$ cat src/rtl/rgb_fade_pkg.sv
// Shared constants for the RGB fade/PWM output stage.
// Defining RGB_FADE_GAMMA_EN adds the gamma-2.2 duty table.
package rgb_fade_pkg;

  localparam int RGB_WIDTH = 8;
  localparam logic [RGB_WIDTH-1:0] PWM_MAX = {RGB_WIDTH{1'b1}};

`ifdef RGB_FADE_GAMMA_EN
  typedef logic [255:0][7:0] gamma_lut_t;

  // Entry i = round(255 * (i/255)^2.2), formed as i^2 * (i/255)^0.2 with a 16-bit fixed-point fifth root.
  function automatic gamma_lut_t gamma_build();
    gamma_lut_t   lut;
    logic [127:0] root;
    logic [127:0] cand;
    logic [127:0] lhs;
    logic [127:0] rhs;
    logic [127:0] num;
    for (int i = 0; i < 256; i++) begin
      root = 128'd0;
      rhs  = 128'(i) << 80;
      for (int b = 16; b >= 0; b--) begin
        cand = root | (128'd1 << b);
        lhs  = cand * cand * cand * cand * cand * 128'd255;
        if (lhs <= rhs) begin
          root = cand;
        end else begin
          root = root;
        end
      end
      num    = 128'(i) * 128'(i) * root + 128'd8355840;
      lut[i] = 8'(num / 128'd16711680);
    end
    return lut;
  endfunction

  localparam gamma_lut_t GAMMA_LUT = gamma_build();
`endif

endpackage

$ cat src/rtl/rgb_fade_channel.sv
// One colour channel: target register, +/-1 level slew, period-aligned duty shadow, PWM compare.
// With RGB_FADE_GAMMA_EN the duty shadow loads the gamma-corrected level.
module rgb_fade_channel
  import rgb_fade_pkg::*;
#(
  parameter int WIDTH = RGB_WIDTH
) (
  input  logic             i_clk,
  input  logic             i_reset,
  input  logic [WIDTH-1:0] i_target,
  input  logic             i_tick,
  input  logic             i_load,
  input  logic [WIDTH-1:0] i_cnt,
  output logic             o_pwm,
  output logic             o_differs
);

  localparam logic [WIDTH-1:0] LVL_ONE = WIDTH'(1);

  logic [WIDTH-1:0] r_tgt_q;
  logic [WIDTH-1:0] r_level;
  logic [WIDTH-1:0] r_duty;
  logic [WIDTH-1:0] w_level_next;
  logic [WIDTH-1:0] w_duty_src;

  // Slew one step toward the registered target; saturation is implicit since equality holds.
  always_comb begin
    w_level_next = r_level;
    if (!i_tick) begin
      w_level_next = r_level;
    end else if (r_level < r_tgt_q) begin
      w_level_next = r_level + LVL_ONE;
    end else if (r_level > r_tgt_q) begin
      w_level_next = r_level - LVL_ONE;
    end else begin
      w_level_next = r_level;
    end
  end

`ifdef RGB_FADE_GAMMA_EN
  assign w_duty_src = WIDTH'(GAMMA_LUT[r_level]);
`else
  assign w_duty_src = r_level;
`endif

  // Duty captures the pre-tick level so a load and a step in one cycle never mix.
  always_ff @(posedge i_clk) begin
    if (i_reset) begin
      r_tgt_q <= {WIDTH{1'b0}};
      r_level <= {WIDTH{1'b0}};
      r_duty  <= {WIDTH{1'b0}};
    end else begin
      r_tgt_q <= i_target;
      r_level <= w_level_next;
      r_duty  <= i_load ? w_duty_src : r_duty;
    end
  end

  assign o_pwm     = (i_cnt < r_duty);
  assign o_differs = (r_level != r_tgt_q);

endmodule

$ cat src/rtl/rgb_fade_pwm.sv
// RGB fade/PWM output stage: shared period counter and step prescaler driving three channels.
// Optional gamma duty mapping is enabled with RGB_FADE_GAMMA_EN.
module rgb_fade_pwm
  import rgb_fade_pkg::*;
#(
  parameter int WIDTH      = RGB_WIDTH,
  parameter int PRESCALE_W = 16
) (
  input  logic                  clk,
  input  logic                  reset,
  input  logic [WIDTH-1:0]      target0,
  input  logic [WIDTH-1:0]      target1,
  input  logic [WIDTH-1:0]      target2,
  input  logic [PRESCALE_W-1:0] step_div,
  output logic                  pwm0_out,
  output logic                  pwm1_out,
  output logic                  pwm2_out,
  output logic                  fading,
  output logic                  period_start
);

  localparam logic [WIDTH-1:0]      CNT_MAX = {WIDTH{1'b1}};
  localparam logic [WIDTH-1:0]      CNT_ONE = WIDTH'(1);
  localparam logic [PRESCALE_W-1:0] PRE_ONE = PRESCALE_W'(1);

  logic [WIDTH-1:0]      r_cnt;
  logic [PRESCALE_W-1:0] r_pre;
  logic                  r_fading;
  logic                  r_period_start;
  logic                  w_tick;
  logic                  w_at_max;
  logic                  w_differs0;
  logic                  w_differs1;
  logic                  w_differs2;

  // A step_div lowered below the running count ticks immediately via >=.
  assign w_tick   = (r_pre >= step_div);
  assign w_at_max = (r_cnt == CNT_MAX);

  // Free-running period counter, step prescaler and registered status flags.
  always_ff @(posedge clk) begin
    if (reset) begin
      r_cnt          <= {WIDTH{1'b0}};
      r_pre          <= {PRESCALE_W{1'b0}};
      r_fading       <= 1'b0;
      r_period_start <= 1'b0;
    end else begin
      r_cnt          <= r_cnt + CNT_ONE;
      r_pre          <= w_tick ? {PRESCALE_W{1'b0}} : r_pre + PRE_ONE;
      r_fading       <= w_differs0 | w_differs1 | w_differs2;
      r_period_start <= w_at_max;
    end
  end

  rgb_fade_channel #(.WIDTH(WIDTH)) u_ch0 (
    .i_clk     (clk),
    .i_reset   (reset),
    .i_target  (target0),
    .i_tick    (w_tick),
    .i_load    (w_at_max),
    .i_cnt     (r_cnt),
    .o_pwm     (pwm0_out),
    .o_differs (w_differs0)
  );

  rgb_fade_channel #(.WIDTH(WIDTH)) u_ch1 (
    .i_clk     (clk),
    .i_reset   (reset),
    .i_target  (target1),
    .i_tick    (w_tick),
    .i_load    (w_at_max),
    .i_cnt     (r_cnt),
    .o_pwm     (pwm1_out),
    .o_differs (w_differs1)
  );

  rgb_fade_channel #(.WIDTH(WIDTH)) u_ch2 (
    .i_clk     (clk),
    .i_reset   (reset),
    .i_target  (target2),
    .i_tick    (w_tick),
    .i_load    (w_at_max),
    .i_cnt     (r_cnt),
    .o_pwm     (pwm2_out),
    .o_differs (w_differs2)
  );

  assign fading       = r_fading;
  assign period_start = r_period_start;

endmodule

$ cat config.mk
export PLATFORM = sky130hd
export DESIGN_NAME = rgb_fade_pwm
export DESIGN_NICKNAME = d
export VERILOG_FILES = /design/src/rtl/rgb_fade_pkg.sv /design/src/rtl/rgb_fade_channel.sv /design/src/rtl/rgb_fade_pwm.sv
export SDC_FILE = /design/constraint.sdc
export NUM_CORES = 1
export LEC_CHECK = 0
export BUFFER_PORTS_ARGS = -buffer_cell sky130_fd_sc_hd__clkbuf_2
export CORE_MARGIN = 2
export CORE_UTILIZATION = 35
export CTS_CLUSTER_DIAMETER = 120
export CTS_CLUSTER_SIZE = 20
export DETAILED_ROUTE_END_ITERATION = 7
export GPL_ROUTABILITY_DRIVEN = 0
export GPL_TIMING_DRIVEN = 0
export HOLD_SLACK_MARGIN = 0.12
export PLACE_DENSITY = 0.65
export SKIP_LAST_GASP = 1
export SLEW_MARGIN = 25
export SYNTH_ARGS = -nofsm -noshare
export SYNTH_HDL_FRONTEND = slang
export SYNTH_SLANG_ARGS = --single-unit
export TNS_END_PERCENT = 1
$ cat constraint.sdc
create_clock -name clk -period 2.85 [get_ports clk]
set_clock_uncertainty 0.15 [all_clocks]
set_input_delay 0.1425 -clock clk [delete_from_list [all_inputs] [get_ports clk]]
set_output_delay 0.1425 -clock clk [all_outputs]
set_load 0.1 [all_outputs]
**After elaboration in Yosys (flattened, before gate mapping)**

Cells that the tools add are included.

- Output and inout bits: 5
- Input bits: 42
- Flip-flop bits (word level): 98
- Logic and storage cells: 50

- Bitwise gates (word level): 2
- $add $sub $neg: 8
- Equal/unequal tests: 4
- Magnitude comparators: 10
- Reductions and logical operators: 7
- Multiplexer cells: 6

Operators by type and width:

| cell | number |
|---|---|
| $lt 8x8->1 | 6 |
| $mux 8 | 6 |
| $add 8x1->8 const B | 4 |
| $gt 8x8->1 | 3 |
| $ne 8x8->1 | 3 |
| $sub 8x1->8 const B | 3 |
| $add 16x1->16 const B | 1 |
| $ge 16x16->1 | 1 |
| $eq 8x8->1 const B | 1 |
| $reduce_and 2->1 | 3 |
| $reduce_bool 2->1 | 3 |
| $or 1x1->1 | 2 |
| $reduce_or 2->1 | 1 |

**Depth between registers and ports, before layout**

- Depth in word-level cells: 3
- Gate-level depth with buffers: 13
- Mapped depth without buffers: 13

**Modules after synthesis**

From an unflattened synthesis, not the netlist that was laid out.

- Cell total of the unflattened synthesis: 643
- Area total of the unflattened synthesis: 5910.7 um2

Modules (own cells, without submodules):

| module | seq. area each (um2) | cells each | times used | area each (um2) |
|---|---|---|---|---|
| rgb_fade_channel | 480.5 | 159 | 3 | 1468.9 |
| rgb_fade_pwm | 520.5 | 166 | 1 | 1503.9 |

**Worst setup path after synthesis**

No wires, ideal clock.

- Path kind: register to register
- From: reg u_ch0.r_level[1]
- To: reg u_ch0.r_level[7]
- Period minus slack after synthesis: 3107 ps
- Setup slack: -257 ps
- Required time: 2579 ps
- Buffers on the path: 0
- Arrival time: 2836 ps
- Setup time: 121 ps
- Stages on the path, launching flop included: 13
- Cell sequence: dfxtp_1 > ha_1 > nor2b_1 > o211ai_1 > a21oi_1 > or2_2 > ha_1 > a21oi_1 > o211ai_1 > o41ai_1 > nor3_1 > o21ai_2 > mux2_4

- Word-level cells in the longest chain between the ends: 3
- Elaborated cells on any way between the ends: 8
- Classes of those cells: add/sub (2); order compare (2); mux (2); reduce/logical (2)

RTL lines:

| what | RTL line | text |
|---|---|---|
| start, declared | rgb_fade_channel.sv:21 | `logic [WIDTH-1:0] r_level;` |
| start signal, assigned | rgb_fade_channel.sv:50 | `r_level <= {WIDTH{1'b0}};` |
| start signal, assigned | rgb_fade_channel.sv:54 | `r_level <= w_level_next;` |
| $sub 8x1->8, or another cell as far along | rgb_fade_channel.sv:34 | `w_level_next = r_level - LVL_ONE;` |
| $mux 8 / $reduce_bool 2->1 (equally long branches) | - |  |
| $mux 8 / $reduce_and 2->1 (equally long branches) | - |  |

Several ways; a longest one is shown, not always the timed one. The select of a mux whose other input is x is not followed.
A chain may end at the register's enable or synchronous reset.

**Final worst setup path**

Same ends and word-level chain as after synthesis.

==> impl_metrics.tcl <==
set metrics [dict create \
    critPathSlowestCell "dfxtp_4" \
    ios 47 \
    ys_types 46 \
    failed_checks "setup timing" \
    rsz0062_at_grt "yes" \
    hold_ws_ps 304 \
    drt_first_pass_iters 4 \
    cts_max_level 3 \
    drv_slew 0 \
    wirelength_mm 12.8 \
    clockBufferDepth 2 \
    routed_via_density 4.80 \
    critPathMaxFanout 6 \
    final_nets 896 \
    layout_setup_ws_ps -251 \
    first_global_vias 4345 \
    grt_start_max_net_pins 19 \
    cp.required_ps 2950 \
    cap_violations 0 \
    ys_top_cells_by_area "dfxtp_1 (34%), ha_1 (18%), inv_1 (5.0%)" \
    synth_top_area_share_pct 34.2 \
    tritoncts "built" \
    syn_nets 793 \
    worstMarginPinSlew_ps 715 \
    synthesis.instances 667 \
    fin_util_pct 46.3 \
    synth_seq_area_share_pct 34.2 \
    yosysTopAreaCell "dfxtp_1" \
    post-route-period-util_pct 109 \
    die_w_microns 132 \
    hold_violations 0 \
    dp.cells 929 \
    drt_iter0_markers 146 \
    powerDensity_nw_per_um2 405 \
    final_common_cell "dfxtp_1" \
    stdcell_count 991 \
    layout_min_cycle_time_ps 3100 \
    drc 0 \
    synth_edf_count 0 \
    wl_per_cell_microns 12.9 \
    numCtsBuffers 9 \
    slew-limit-headroom_pct 52.2 \
    grt_util_all_layers_pct 14.2 \
    ys_warn_count 0 \
    cts_root_buffer "clkbuf_16" \
    ys_ff_latch 98 \
    synth-main-ff-cell "dfxtp_1" \
    status "complete, but fails checks" \
    finalPower_mw 2.99 \
    detail-route-antenna-nets 0 \
    drive_gt1_share_pct 21.5 \
    final_cell_mix "dfxtp_1 (82), inv_1 (73), nand2_1 (64)" \
    max_stage_delay_ps 360 \
    dieHeight_microns 132 \
    pre_cts_ws_ps -596 \
    grt_pass1_wl_mm 20.1 \
    arrival_ps 3200 \
    clk_latency_ps 360 \
    leakage_nw 2.99 \
    overflow 0 \
    netlist_area_sq_um 5740 \
    postSynth.asyncResetShare_pct 0 \
    grt_antenna_before_repair 0 \
    fmax_mhz 322 \
    syn2layout_area_growth_pct 28.6 \
    diodes 0 \
    post-dp-hpwl_mm 8.83 \
    worstSetupPathType "flip-flop to flip-flop" \
    clk_pin_slew_ps 70 \
    path_cells "ha_4 > nor2b_1 > o211ai_1 > a21oi_2 > or2_4 > ha_4 > a21oi_4 > o211ai_1 > o41ai_2 > o21a_1 > o21ai_2 > mux2_4" \
    endpoint_kind "flip-flop" \
    clkSinkCount 98 \
    core-area_sq_um 15900 \
    max-vdd-ir-drop_mv 0.231 \
    via_count 4760 \
    dieArea_sq_um 17400 \
    cp-start-kind "flip-flop" \
    start_util_pct 36.0 \
    setup_viol 9 \
    rows 46 \
    port_buffers 46 \
    syn_avg_cell_area_sq_um 8.60 \
    hold_path.class "flip-flop to flip-flop" \
]
[cells in the mapped netlist (2+ instances only)]
cell type and n:
nor2_1 58, a31oi_4 2, xnor2_1 15, nand3_1 21, or2_2 4, o31a_1 2
dfxtp_1 98, and3_1 5, nand2b_1 7, o41ai_1 3, nand2_1 65, mux2i_1 15
nor3_1 7, a21o_1 12, a31oi_1 4, nand4b_1 2, fa_1 3, o21bai_1 11
nor2b_1 30, xor2_1 16, o21a_1 3, nand3b_1 3, o21ai_1 3, ha_1 81
clkbuf_1 15, or3_1 4, o21ba_2 2, o21ai_0 14, nand4_2 2, o211ai_1 5
a21oi_1 51, inv_1 76, a211oi_1 8, nand4_1 8
[layout make-up]
type / instances / area (sq um)
Inverter: 76 / 285
Sequential cell: 98 / 2000
Clock inverter: 7 / 58.8
Multi-Input combinational cell: 478 / 3840
Timing Repair Buffer: 92 / 638
Buffer: 15 / 56.3
Clock buffer: 9 / 225
Fill cell: 1527 / 8560
Tap cell: 216 / 270
[final timing paths]
kind	slack (ps)	start	cells after the start	to
setup / recovery	-250	u_ch0.r_level[1]$_SDFFE_PP0P_	12	u_ch0.r_level[7]$_SDFFE_PP0P_
hold / removal	300	u_ch0.r_duty[5]$_SDFFE_PP0P_	2	u_ch0.r_duty[5]$_SDFFE_PP0P_
hold reg to reg	300	u_ch0.r_duty[5]$_SDFFE_PP0P_	2	u_ch0.r_duty[5]$_SDFFE_PP0P_
setup reg to reg	-250	u_ch0.r_level[1]$_SDFFE_PP0P_	12	u_ch0.r_level[7]$_SDFFE_PP0P_
[worst max-delay path, delay by kind of cell, from the launching register on]
kind | cells | cell delay (ps)
and+or+nand+nor | 2 | 430
DFF | 1 | 360
AOI/OAI and AO/OA | 7 | 1270
muxes | 1 | 310
adders and majority gates | 2 | 470
[repair_timing]
item                                    in CTS  in global routing
pin swaps                                   14                 21
gates resized for setup                     22                 61
endpoints found under the setup margin      13                 19
endpoints found under the hold margin       26                  0
buffers inserted                            10                 11
hold buffers                                25                  0
[registers in the layout, summed over array words and instances, names as in the netlist]
register and cells:
u_ch2.r_duty 8, u_ch0.r_duty 8, u_ch1.r_level 8, u_ch2.r_tgt_q 8, period_start 1, u_ch1.r_tgt_q 8
u_ch2.r_level 8, r_cnt 8, u_ch1.r_duty 8, u_ch0.r_tgt_q 8, u_ch0.r_level 8, r_pre 16
fading 1
[metrics by stage]
step                      area [sq um]  setup TNS [ps]
after global placement            6260           -2940
after global routing              7380           -2650
after CTS                         6970           -1680
after detailed placement          6260           -3220
final                             7380           -1230
after floorplan                   5760           -1220
[where the power goes]
| group | internal (mW) | switching (mW) |
|---|---|---|
| logic | 0.175 | 0.225 |
| registers | 1.39 | 0.0160 |
| clock network | 0.605 | 0.579 |
[logic make-up after synthesis]
family	Yosys count	share of synthesized area, %
AO/OA/AOI/OAI	126	14.6
buffers and inverters	91	5.95
XOR/XNOR	31	4.73
adder cells (fa/ha/maj)	84	18.7
flip-flops	98	34.2
multiplexers	18	3.27
AND/OR/NAND/NOR	219	18.5
[metal layers]
metal	wire length (microns)	global-route usage (%)	vias to the layer above
met1	5980	17.8	2194
met3	284	1.92	20
li1	-	-	2473
met4	281	6.22	0
met5	0	0	-
met2	6210	24.3	73
Power figures use the tool's default switching activity.
